[config.mk]
export PLATFORM = sky130hd
export DESIGN_NAME = pulse_gen_multi_ch
export DESIGN_NICKNAME = d
export VERILOG_FILES = /design/src/rtl/pulse_gen_pkg.sv /design/src/rtl/pulse_gen_multi_ch_chan.sv /design/src/rtl/pulse_gen_multi_ch.sv
export SDC_FILE = /design/constraint.sdc
export NUM_CORES = 1
export LEC_CHECK = 0
export ABC_AREA = 1
export CORE_MARGIN = 5
export CORE_UTILIZATION = 35
export CTS_BUF_LIST = sky130_fd_sc_hd__clkbuf_16
export CTS_CLUSTER_DIAMETER = 200
export DETAILED_ROUTE_END_ITERATION = 8
export GPL_TIMING_DRIVEN = 0
export PLACE_DENSITY = 0.64
export REMOVE_ABC_BUFFERS = 1
export SLEW_MARGIN = 20
export SYNTH_ARGS = -nofsm -noshare
export SYNTH_HDL_FRONTEND = slang
export SYNTH_SLANG_ARGS = --single-unit
[constraint.sdc]
create_clock -name clk -period 2.61 [get_ports clk]
set_input_delay 0.522 -clock clk [delete_from_list [all_inputs] [get_ports clk]]
set_output_delay 0.522 -clock clk [all_outputs]
set_load 0.01 [all_outputs]
[src/rtl/pulse_gen_pkg.sv]
// Shared types and defaults for the multi-channel pulse generator.
// The config struct carries a fixed-width divide field; channels size-cast into their own CW.
package pulse_gen_pkg;

    typedef enum logic {
        TOGGLE = 1'b0,
        STROBE = 1'b1
    } mode_e;

    localparam int DIV_RST_DEF = 1;

    // Widest supported counter; channels with CW < CW_MAX keep the upper div bits at zero.
    localparam int CW_MAX = 32;

    typedef struct packed {
        logic [CW_MAX-1:0] div;
        mode_e             mode;
    } chan_cfg_t;

endpackage

[src/rtl/pulse_gen_multi_ch_chan.sv]
// One divider channel: counter, equality compare against div, and registered pulse/wrap.
// A load (config write) or clr (sync) restarts the channel from count 0 with pulse low.
module pulse_chan
    import pulse_gen_pkg::*;
#(
    parameter int CW      = 8,
    parameter int DIV_RST = DIV_RST_DEF
) (
    input  logic      clk,
    input  logic      rst_n,
    input  logic      en,
    input  logic      load,
    input  logic      clr,
    input  chan_cfg_t cfg_i,
    output logic      pulse,
    output logic      wrap
);

    chan_cfg_t     cfg_q, cfg_d;
    logic [CW-1:0] cnt_q, cnt_d;
    logic          pulse_q, pulse_d;
    logic          wrap_q, wrap_d;
    logic          hit;

    // Equality only: any write clears count, so count can never pass div.
    assign hit = en && (CW_MAX'(cnt_q) == cfg_q.div);

    always_comb begin
        cfg_d   = cfg_q;
        cnt_d   = cnt_q;
        pulse_d = pulse_q;
        wrap_d  = 1'b0;
        if (load || clr) begin
            if (load) cfg_d = cfg_i;
            cnt_d   = '0;
            pulse_d = 1'b0;
        end else if (en) begin
            if (hit) begin
                cnt_d  = '0;
                wrap_d = 1'b1;
            end else begin
                cnt_d = cnt_q + CW'(1);
            end
            if (cfg_q.mode == TOGGLE) pulse_d = pulse_q ^ hit;
            else                      pulse_d = hit;
        end else begin
            // Disabled: a square wave freezes at its level, a strobe goes quiet.
            if (cfg_q.mode == STROBE) pulse_d = 1'b0;
        end
    end

    always_ff @(posedge clk or negedge rst_n) begin
        if (!rst_n) begin
            cfg_q   <= '{div: CW_MAX'(DIV_RST), mode: TOGGLE};
            cnt_q   <= '0;
            pulse_q <= 1'b0;
            wrap_q  <= 1'b0;
        end else begin
            cfg_q   <= cfg_d;
            cnt_q   <= cnt_d;
            pulse_q <= pulse_d;
            wrap_q  <= wrap_d;
        end
    end

    assign pulse = pulse_q;
    assign wrap  = wrap_q;

endmodule

[src/rtl/pulse_gen_multi_ch.sv]
// Multi-channel programmable clock divider / strobe generator.
// Decodes the config port into per-channel load strobes and fans sync out to every channel.
module pulse_gen_multi_ch
    import pulse_gen_pkg::*;
#(
    parameter int CH      = 4,
    parameter int CW      = 8,
    parameter int DIV_RST = DIV_RST_DEF,
    localparam int CHW    = (CH > 1) ? $clog2(CH) : 1
) (
    input  logic           clk,
    input  logic           rst_n,
    input  logic           cfg_we,
    input  logic [CHW-1:0] cfg_ch,
    input  logic [CW-1:0]  cfg_div,
    input  logic           cfg_mode,
    input  logic [CH-1:0]  enable,
    input  logic           sync,
    output logic [CH-1:0]  pulse,
    output logic [CH-1:0]  wrap
);

    chan_cfg_t     cfg_bus;
    logic [CH-1:0] load;

    always_comb begin
        cfg_bus.div  = CW_MAX'(cfg_div);
        cfg_bus.mode = mode_e'(cfg_mode);
    end

    // Channel indices >= CH never match, so out-of-range writes fall on the floor.
    always_comb begin
        load = '0;
        for (int i = 0; i < CH; i++) begin
            load[i] = cfg_we && (32'(cfg_ch) == i);
        end
    end

    for (genvar g = 0; g < CH; g++) begin : g_ch
        pulse_chan #(
            .CW      (CW),
            .DIV_RST (DIV_RST)
        ) u_chan (
            .clk   (clk),
            .rst_n (rst_n),
            .en    (enable[g]),
            .load  (load[g]),
            .clr   (sync),
            .cfg_i (cfg_bus),
            .pulse (pulse[g]),
            .wrap  (wrap[g])
        );
    end

endmodule

## Yosys cells after proc, flatten, opt, wreduce, memory -nomap -nowiden

Cells that the tools add are included.

- Word-level logic and storage cells: 100
- Bits of input ports: 19
- Output and inout bits: 8
- Register bits after elaboration: 76

- Bitwise gates (word level): 4
- Reductions and logical operators: 25
- Add/sub/neg operators: 4
- Mux-type cells: 40
- Eq/ne operators: 7

Operators by type and width:

| operator | count |
|---|---|
| 8-bit two-way mux | 12 |
| 8-bit by 1-bit adder with 8-bit output (second input constant) | 4 |
| 8-bit == test | 4 |
| 1-bit two-way mux | 28 |
| 3-bit nonzero test | 4 |
| 1-bit logical AND | 8 |
| 2-bit AND reduction | 4 |
| 2-bit nonzero test | 4 |
| 2-bit == test (second input constant) | 2 |
| 1-bit logical OR | 4 |
| 1-bit bitwise XOR | 4 |
| 2-bit by 1-bit == test with 1-bit output (second input constant) | 1 |
| 2-bit logical NOT | 1 |

## Logic depth before layout (Yosys ltp)

- Depth after elaboration: 6
- Gate-level depth with buffers: 10
- Depth with buffers taken out: 10

## Modules after synthesis

A second synthesis with hierarchy kept.

- Cells, all modules: 940
- Area total of the unflattened synthesis: 8161.6 µm²

By module, submodules not included:

| module | cells an instance | seq. area each (µm²) | area an instance (µm²) | times used |
|---|---|---|---|---|
| pulse_chan at g_ch[0].u_chan ... | 238 | 1077.3 | 2054.5 | 3 |
| pulse_chan at g_ch[3].u_chan | 217 | 1077.3 | 1964.4 | 1 |
| pulse_gen_multi_ch | 9 | 0.0 | 33.8 | 1 |

## Worst setup path before layout

OpenSTA, ideal clock, no wires.

- Path type: input to register
- From: in enable[3]
- To: reg g_ch[3].u_chan.cnt_q[2]
- Setup time: 0.121 ns
- Stages on the path: 7
- Setup slack: 1.257 ns
- Required time: 2.489 ns
- Buffers on the path: 0
- Arrival: 1.232 ns
- Path through: inv_1 > a21oi_1 > nand2_1 > nor2_1 > nand3_2 > nand2_1 > nor2_1

- Word-level cells in the longest chain between the ends: 4
- Elaborated cells on any way between the ends: 5
- Classes of those cells: 3 x mux; 2 x reduce/logical

Ends and longest elaborated chain:

| element | RTL line | RTL |
|---|---|---|
| start, declared | pulse_gen_multi_ch.sv:17 | `input logic [CH-1:0] enable,` |
| 1-bit logical AND | pulse_gen_multi_ch_chan.sv:26 | `assign hit = en && (CW_MAX'(cnt_q) == cfg_q.div);` |
| 8-bit two-way mux | pulse_gen_multi_ch_chan.sv:38 | `if (hit) begin` |
| 8-bit two-way mux | pulse_gen_multi_ch_chan.sv:37 | `end else if (en) begin` |
| 8-bit two-way mux | pulse_gen_multi_ch_chan.sv:33 | `if (load \|\| clr) begin` |
| end signal, assigned | pulse_gen_multi_ch_chan.sv:60 | `cnt_q <= cnt_d;` |
| end, declared | pulse_gen_multi_ch_chan.sv:20 | `logic [CW-1:0] cnt_q, cnt_d;` |

Parallel ways exist; a longest one is shown, timed or not. The select of a mux whose other input is x is not followed.
A chain may end at the register's enable or synchronous reset.

## Worst setup path after layout

- From: in cfg_we
- To: reg g_ch[1].u_chan.cnt_q[5]

- Word-level cells in the longest chain between the ends: 3
- Elaborated cells on any way between the ends: 4
- Classes of those cells: 1 x mux; 3 x reduce/logical

Ends and longest elaborated chain:

| element | RTL line | RTL |
|---|---|---|
| start, declared | pulse_gen_multi_ch.sv:13 | `input logic cfg_we,` |
| 1-bit logical AND (*) | pulse_gen_multi_ch.sv:35 | `load[i] = cfg_we && (32'(cfg_ch) == i);` |
| 1-bit logical OR (*) | pulse_gen_multi_ch_chan.sv:33 |  |
| 8-bit two-way mux or 2-bit nonzero test (tied branches) | n/a |  |
| end signal, assigned | pulse_gen_multi_ch_chan.sv:60 |  |
| end, declared | pulse_gen_multi_ch_chan.sv:20 |  |

Mark *: on every way between the ends. The rest lies on a longest branch, timed or not.

==> results.txt <==
* Result of the run: completed
- The tightest hold path in the finished design has a slack of 0.07212 ns.
* Mapped Area: 4105 µm²
- Part of the Yosys area used for sequential elements: 46.45%
- Setup violations remaining at the end of the flow were counted as 0.
- The startpoint identified for the worst register-to-register timing path is g_ch[0].u_chan.cnt_q[4].
* # rows: 39
- After the last flow step, the layout net total stands at 595.
- For this run, design rule violations remaining after detail routing come to 0.
- Buffers added to address setup during post-CTS repair amount to 0.
* Crit. path cell count: 7
- The worst register-to-register path has a setup slack of 1.05 ns.
- Remaining global-route overflow: 0
- CP delay by family, top: simple AND/OR/NAND/NOR gates
- The number of placed instances, taps included, is 704.
- Overall die area: 13990 µm²
- Floorplan die width: 118.3 µm
- Initial core utilization: 35.80%
* Launching element of the worst setup path: cfg_we
- Worst Skew: 0.007863 ns
- Worst min-delay path class: primary input to async pin
- CTS tree: built
* Master cell of the clock root buffer: sky130_fd_sc_hd__clkbuf_16
- Highest clock rate: 439.8 MHz
- Library cells used by synthesis: 29
- Cell leakage power: 0.002362 µW
- Final Cell Area: 4786 µm²
- Global-route layer with the greatest usage: met2
* Total via count after detailed routing: 3303
- Clock-pin slew was measured on the worst setup and hold paths at 0.06 ns.
- Startpoint type of the worst setup path: primary input
- Cell type with the largest total area after synthesis: sky130_fd_sc_hd__dfrtp_1
* PortBufs: 26
* Critical Path, Cell by Cell: clkdlybuf4s50_1, nand3_1, nand3_2, nand3_2, o21ai_0, nand2_1, nor2_1
- For met2 alone, demand over resource in global routing was 21.13%.
* Number of standard cells in the layout, taps in and fillers out: 720
- Startpoint-to-endpoint class of the critical path: primary input to flop
- Antenna diode instance count: 0
* Fillers: 1159
* RSZ-0062 raised after global routing: false
- Endpoint required time on the critical path: 2.86 ns
- Post-Place Cell Area: 4476 µm²
* Placer's final routability congestion estimate: 0.8833
- Maximum vdd ir drop: 0.3489 mV
- Headroom to the max-slew limit: 52.03%
- The via count of the first global-routing pass came to 3347.
- The worst setup path is captured at a flop.
- The average instance in the mapped netlist occupies 7.491 µm².
- The largest individual stage delay along the critical path comes from the cell sky130_fd_sc_hd__clkdlybuf4s50_1.
* Wire length of the first global-routing pass: 15480 µm
- Final min period: 2.274 ns
- Register bit total from synthesis: 76
- During synthesis, Yosys emitted a total of 0 warnings.
- Total CTS buffers: 9
* Maximum fanout along the worst path: 21
- For this design, the CTS-stage hold fixing added 0 buffers.
- The worst path uses 87.12% of the clock period.
* Max-cap viol count: 0
- In the final timing run, aggregate negative setup slack is 0 ns.
- Top cells by area, synth: sky130_fd_sc_hd__dfrtp_1 44%, sky130_fd_sc_hd__nand2_1 15%, sky130_fd_sc_hd__inv_1 7.7%
- 27 I/O pins were placed.
- In the global route stage, overall resource usage came out at 13.28%.
- Initial antenna violation count: 0
* Detailed-placement wirelength estimate: 6391 µm
- Die Height: 118.3 µm
- WP buf/inv: 1
* Power per Cell Area: 644.7 nW/µm²
- Gates resized during post-CTS repair numbered 0.
- Reg2reg path depth: 5
- The most numerous cell type found on the critical path is sky130_fd_sc_hd__nand3_2.
- In this design, the stage delay of the slowest critical-path cell is 0.60 ns.
* Share of Yosys cell area claimed by the top area cell type: 43.89%
* Final count of hold timing violations: 0
- For this run, the detailed router's first-pass iteration total came to 5.
- Pin count of the biggest net entering global routing: 58
- For this block, the routed nets add up to 8611 µm of wire.
- The detailed router finished its first iteration with 175 violations.
- GR met3 Demand/Resource: 3.582%
* Growth of design area from synthesis to finish: 16.58%
- Using the TritonRoute via totals, the vias-per-cell ratio works out to 4.588.
- H-tree depth reported by CTS: 3
- The longest clock path from root to sink contains 2 buffers.
- The top cell types in the final layout, fill and taps aside, are 167 x sky130_fd_sc_hd__nand2_1, 86 x sky130_fd_sc_hd__inv_1, 72 x sky130_fd_sc_hd__dfrtp_1.
- Layout cells sized above 1: 5.893%
* Wirelength per Cell: 11.96 µm
- Data arrives at the worst endpoint at 2.52 ns.
- M1 GR Usage: 17.81%
- Transition time at the pin with the least slew margin: 0.7176 ns
* Max-slew violation count: 0
* Insertion delay of the later-clocked pin in the worst-skew pair: 0.33 ns
- Cells after synthesis: 548
- Number of sinks handled by clock tree synthesis: 76
- Core Area: 11470 µm²
- The library cell used most frequently in the layout, excluding fill and tap cells, is sky130_fd_sc_hd__nand2_1.
* Number of antenna-violating nets in the routed design: 0
where the power goes:
group / internal [µW] / leakage, µW / switching, µW
Sequential: 1290 / 0.000995 / 84.7
Combinational: 165 / 0.00121 / 252
Clock: 827 / 0.000158 / 467
Total: 2280 / 0.00236 / 803
cells by family (layout without fill, tap and decap cells):
family | count (synthesis) | count (layout) | share of synthesized area, %
buffers and inverters | 100 | 129 | 10.15
adders and majority gates | 4 | 4 | 1.219
xor gates and xnor gates | 22 | 22 | 4.694
and+or+nand+nor | 289 | 289 | 30.36
AOI/OAI and AO/OA | 57 | 57 | 7.132
DFF | 76 | 76 | 46.45
synthesized netlist by cell type:
cell                       number
sky130_fd_sc_hd__nor3_1         5
sky130_fd_sc_hd__or2_1          1
sky130_fd_sc_hd__nand2_1      167
sky130_fd_sc_hd__clkbuf_1       4
sky130_fd_sc_hd__xor2_1        19
sky130_fd_sc_hd__o211ai_1       1
sky130_fd_sc_hd__o21bai_1       1
sky130_fd_sc_hd__dfstp_2        4
sky130_fd_sc_hd__buf_6          1
sky130_fd_sc_hd__nand2_4        2
sky130_fd_sc_hd__inv_1         84
sky130_fd_sc_hd__inv_2          2
sky130_fd_sc_hd__nand3b_1       3
sky130_fd_sc_hd__nand3_4        2
sky130_fd_sc_hd__dfrtp_1       72
sky130_fd_sc_hd__nor2_1        64
sky130_fd_sc_hd__and2_1         2
sky130_fd_sc_hd__nand3_2        5
sky130_fd_sc_hd__nand2_2        3
sky130_fd_sc_hd__nand3_1       27
sky130_fd_sc_hd__nand4_1        7
sky130_fd_sc_hd__o21ai_0       48
sky130_fd_sc_hd__nor3b_1        1
sky130_fd_sc_hd__o21ai_1        2
sky130_fd_sc_hd__a21oi_1        4
sky130_fd_sc_hd__buf_4          9
sky130_fd_sc_hd__ha_1           4
sky130_fd_sc_hd__a21o_1         1
sky130_fd_sc_hd__xnor2_1        3
path summary, 6_finish.rpt:
kind,to
worst min-delay path,g_ch[3].u_chan.cnt_q[6]
max in group asynchronous,g_ch[0].u_chan.cfg_q[1]
worst max-delay path,g_ch[1].u_chan.cnt_q[5]
min in group clk,g_ch[2].u_chan.cfg_q[1]
worst max register to register,g_ch[0].u_chan.cnt_q[3]
worst min register to register,g_ch[2].u_chan.cfg_q[1]
per-layer routing:
layer  vias up  wire [µm]  part of all wire (%)
li1       1729          -                     -
met1      1532       4135                    48
met2        38       4067                    47
met3         4        355                   4.1
met4         0         53                  0.62
met5         -          0                     0
stage by stage:
step	setup slack [ns]	util, %	total power, µW
final	0.3361	41.73	3085
after global routing	0.1162	41.73	3261
after CTS	0.3249	41.73	3130
after detailed placement	-0.02259	39.03	1812
after global placement	-1.640	38.81	1795
after floorplan	0.9707	-	1658
final cells by class:
type,count,area (µm²),share of cell area [%]
Clock buffer,9,225.2,4.706
Clock inverter,7,85.08,1.778
Inverter,86,322.8,6.745
Multi-Input combinational cell,372,1782,37.23
Sequential cell,76,1907,39.84
Tap cell,143,178.9,3.739
Timing Repair Buffer,27,285.3,5.961
state kept, by name, summed over array words and instances (netlist names):
signal / flops
g_ch.u_chan.wrap: 4
g_ch.u_chan.cnt_q: 32
g_ch.u_chan.cfg_q: 36
g_ch.u_chan.pulse: 4
Power figures use the tool's default switching activity.
==> patch 1 (same settings) <==
Set the parameter `CH` to 2 (it was 4).
--- a/src/rtl/pulse_gen_multi_ch.sv
+++ b/src/rtl/pulse_gen_multi_ch.sv
@@ -3,7 +3,7 @@
 module pulse_gen_multi_ch
     import pulse_gen_pkg::*;
 #(
-    parameter int CH      = 4,
+    parameter int CH      = 2,
     parameter int CW      = 8,
     parameter int DIV_RST = DIV_RST_DEF,
     localparam int CHW    = (CH > 1) ? $clog2(CH) : 1
Interface: changed (resized cfg_ch, enable, pulse and wrap); port bits go from 27 to 20. No check against the original RTL was run, so the function may have changed too.
==> patch 1 against the original RTL <==
Synthesized cell count down 48%; setup slack better by 0.51 ns; die area down 44%; sequential cell count down 38; total power down 54%; cell area down 46%; count of clock-buffer cells in the layout down 4; global-route usage down 0.11 points; routed wire length down 49%; area after synthesis down 47%; largest cell class is now multi-input gates.
==> patch 1: results (changes against the original RTL) <==
metric;value;unit;change
outcome;finished clean;;
met1 GRT Util;17.9;%;+0.084 points
largest net degree at the start of global routing;21;;-64%
R2R cell count;8;;+3
Worst Skew;0.00263;ns;-0.00523 ns
top flop regs;g_ch.u_chan.cfg_q x18, g_ch.u_chan.cnt_q x16;;
H-tree lvl count;2;;-1
Inst Count DP;373;;-47%
switching portion of total power;25.8;%;-0.21 points
Synth Area in Compound Gates;6.77;%;-0.37 points
nets@finish;323;;-46%
reg2reg setup slack;1.18;ns;+0.13 ns
First-pass DRT Iterations;4;;-1
Synth Instances;284;;-48%
Worst Path Max Fanout;19;;-9.5%
1st-iter DRT viols;70;;-60%
Routed WL;4.40;mm;-49%
Post-synth top cells;78 x nand2_1, 36 x dfrtp_1, 35 x inv_1;;
Worst path max stage delay;0.51;ns;-0.09 ns
reg-to-reg startpoint;g_ch[1].u_chan.cnt_q[1]$_DFFE_PN0P_;;
worst skew pair latency;0.28;ns;-0.05 ns
post-synthesis xor/xnor area fraction;3.64;%;-1.0 points
static leakage;1.22;nW;-48%
Setup WS pre-CTS;0.556;ns;+0.578 ns
M2 GR Usage;20.6;%;-0.55 points
via count;1761;;-47%
M3 GR Usage;2.98;%;-0.60 points
placed instance area;0.00243;mm^2;-46%
crit path capture;g_ch[0].u_chan.cnt_q[5]$_DFFE_PN0P_;;
All-Layer GR Usage;13.2;%;-0.11 points
adder-cell share of the synthesized area;1.16;%;-0.062 points
CTS buffer count;5;;-4
PortBufs;19;;-27%
GPL Wtd Cong;0.820;;-7.2%
Fmax;566;MHz;+29%
top cells by area, synth;dfrtp_1 42%, nand2_1 14%, inv_1 6.1%;;
first-pass GRT wire length;8.01;mm;-48%
power share of the combinational group;14.8;%;+1.3 points
share of cells above drive strength 1;12.4;%;+6.5 points
WHS;0.193;ns;+0.121 ns
Yosys cell types;28;;-3.4%
worst ir drop on vdd;0.331;mV;-5.2%
[patch 1: changes by cell type after synthesis, sizes merged, moves of 6 or more]
cell,before,now
nand2,172,84
inv,86,44
nor2,64,41
buf,10,4
xor2,19,8
nand3,34,13
a21oi,4,11
dfrtp,72,36
o21ai,50,16
[patch 1: per-layer routing]
| layer | vias up | share of wire [%] |
|---|---|---|
| met1 | 801 | 52 |
| met4 | 0 | 1.1 |
| met3 | 4 | 5.0 |
| li1 | 923 | - |
| met5 | - | 0 |
| met2 | 33 | 42 |
[patch 1: logic make-up after synthesis]
| group | after synthesis |
|---|---|
| xor+xnor | 9 |
| mux | 1 |
| flops | 38 |
| simple gates | 156 |
| compound gates | 27 |
| fa+ha+maj | 2 |
| buf+inv | 51 |
[patch 1: layout make-up]
type                    instances  area (um^2)
clock buffers                   5          125
repair buffers                 20          213
clock inverters                 3         12.5
well taps                      75         93.8
fillers                       623         3390
multi-input cells             195         1000
inverters                      45          169
flip-flops and latches         38          953
==> patch 2 (config.mk and constraints unchanged) <==
Made on the original files. Reset style: synchronous (`rst_n`), changed in one clocked block.
--- a/src/rtl/pulse_gen_multi_ch_chan.sv
+++ b/src/rtl/pulse_gen_multi_ch_chan.sv
@@ -49,7 +49,7 @@
         end
     end
 
-    always_ff @(posedge clk or negedge rst_n) begin
+    always_ff @(posedge clk) begin
         if (!rst_n) begin
             cfg_q   <= '{div: CW_MAX'(DIV_RST), mode: TOGGLE};
             cnt_q   <= '0;
Check against the original RTL: differs if rst_n is asserted again (counterexample within 4 cycles, from zero or initial values and one cycle with rst_n low); with rst_n held inactive, the same outputs for 4 cycles.
==> patch 2 against the original RTL <==
Combinational power is 42% lower; utilization is 0.68 points lower; sequential share of layout area is 5.4 points lower; total power is 17% lower; register-to-register slack better by 0.22 ns; area after synthesis is 7.4% lower; cell count is 2.1% lower; sequential power is 11% lower; routed wire length is 6.4% lower; setup slack better by 0.0016 ns; cell area is 7.8% lower; sequential cell count stayed put; critical endpoint is now g_ch[2].u_chan.cnt_q[3]$_SDFFE_PP0P_; largest cell class is now multi-input gates.
==> patch 2: results (changes against the original RTL) <==
metric;value;unit;change
outcome;finished clean;;
Synth Flop Type;dfxtp_1;;
Yosys cell types;33;;+14%
First-pass DRT Iterations;4;;-1
hpwl dp;6.14;mm;-4.0%
WL/cell;11.4;um;-4.4%
M1 WL;3.73;mm;-9.9%
Synth Area in Compound Gates;10.6;%;+3.4 points
crit path capture;g_ch[2].u_chan.cnt_q[3]$_SDFFE_PP0P_;;
Rel. slew slack;31.7;%;-20 points
reg2reg setup slack;1.27;ns;+0.22 ns
Period Utilization, post-route;87.1;%;about the same
HP Class;reg -> reg;;
Synth async-reset ratio;0;%;-100 points
reg-to-reg critical path endpoint;g_ch[2].u_chan.cnt_q[6]$_SDFFE_PP0P_;;
nets@finish;583;;-2.0%
Area growth, synth to finish;16.0;%;
top cells by area, synth;dfxtp_1 40%, nand2_1 11%, nor2_1 7.7%;;
met1 GRT Util;16.1;%;-1.7 points
Worst Skew;0.00420;ns;-0.00366 ns
number of global-route vias before repair;3089;;-7.7%
Worst path max stage delay;1.14;ns;+0.54 ns
Worst setup startpoint;rst_n;;
first-pass GRT wire length;13.9;mm;-10%
via count;3260;;-1.3%
worst ir drop on vdd;0.321;mV;-7.9%
register area share after synthesis;40.0;%;-6.4 points
M2 GR Usage;22.1;%;+0.92 points
WHS;0.472;ns;+0.400 ns
Worst Path Max Fanout;34;;+62%
static leakage;1.82;nW;-23%
placed instance area;0.00414;mm^2;-7.5%
Setup WS pre-CTS;-0.0303;ns;-0.00766 ns
met2 routed WL;3.83;mm;-5.9%
reg-to-reg startpoint;g_ch[2].u_chan.cnt_q[0]$_SDFFE_PP0P_;;
Inst Count DP;689;;-2.1%
DR WL met3;404;um;+14%
Top Family by Delay on Critical Path;buffers and inverters;;
[patch 2: changes by cell type in the layout (fill, tap and decap cells not counted), moves of 4 or more]
cell	change
dfxtp_1	+76
dfrtp_1	-72
nand2_1	-58
a21oi_1	+21
inv_1	-16
nor2_1	+14
o21ai_0	-12
inv_2	+10
nor2_2	+7
nand4_1	+6
a21oi_2	+5
dfstp_2	-4
o21ai_1	+4
xor2_1	+4
[patch 2: final cells by class]
cell class / count / area share (%)
Inverter: 83 / 7.06
Clock inverter: 7 / 1.02
Timing Repair Buffer: 26 / 5.90
Multi-Input combinational cell: 364 / 42.5
Sequential cell: 76 / 34.5
Tap cell: 140 / 3.97
Clock buffer: 9 / 5.10
[patch 2: report_power, final]
part / internal (mW) / total [mW] / switching [mW]
logic: 0.0946 / 0.242 / 0.147
registers: 1.19 / 1.22 / 0.0241
clock network: 0.637 / 1.12 / 0.478
total: 1.93 / 2.58 / 0.649
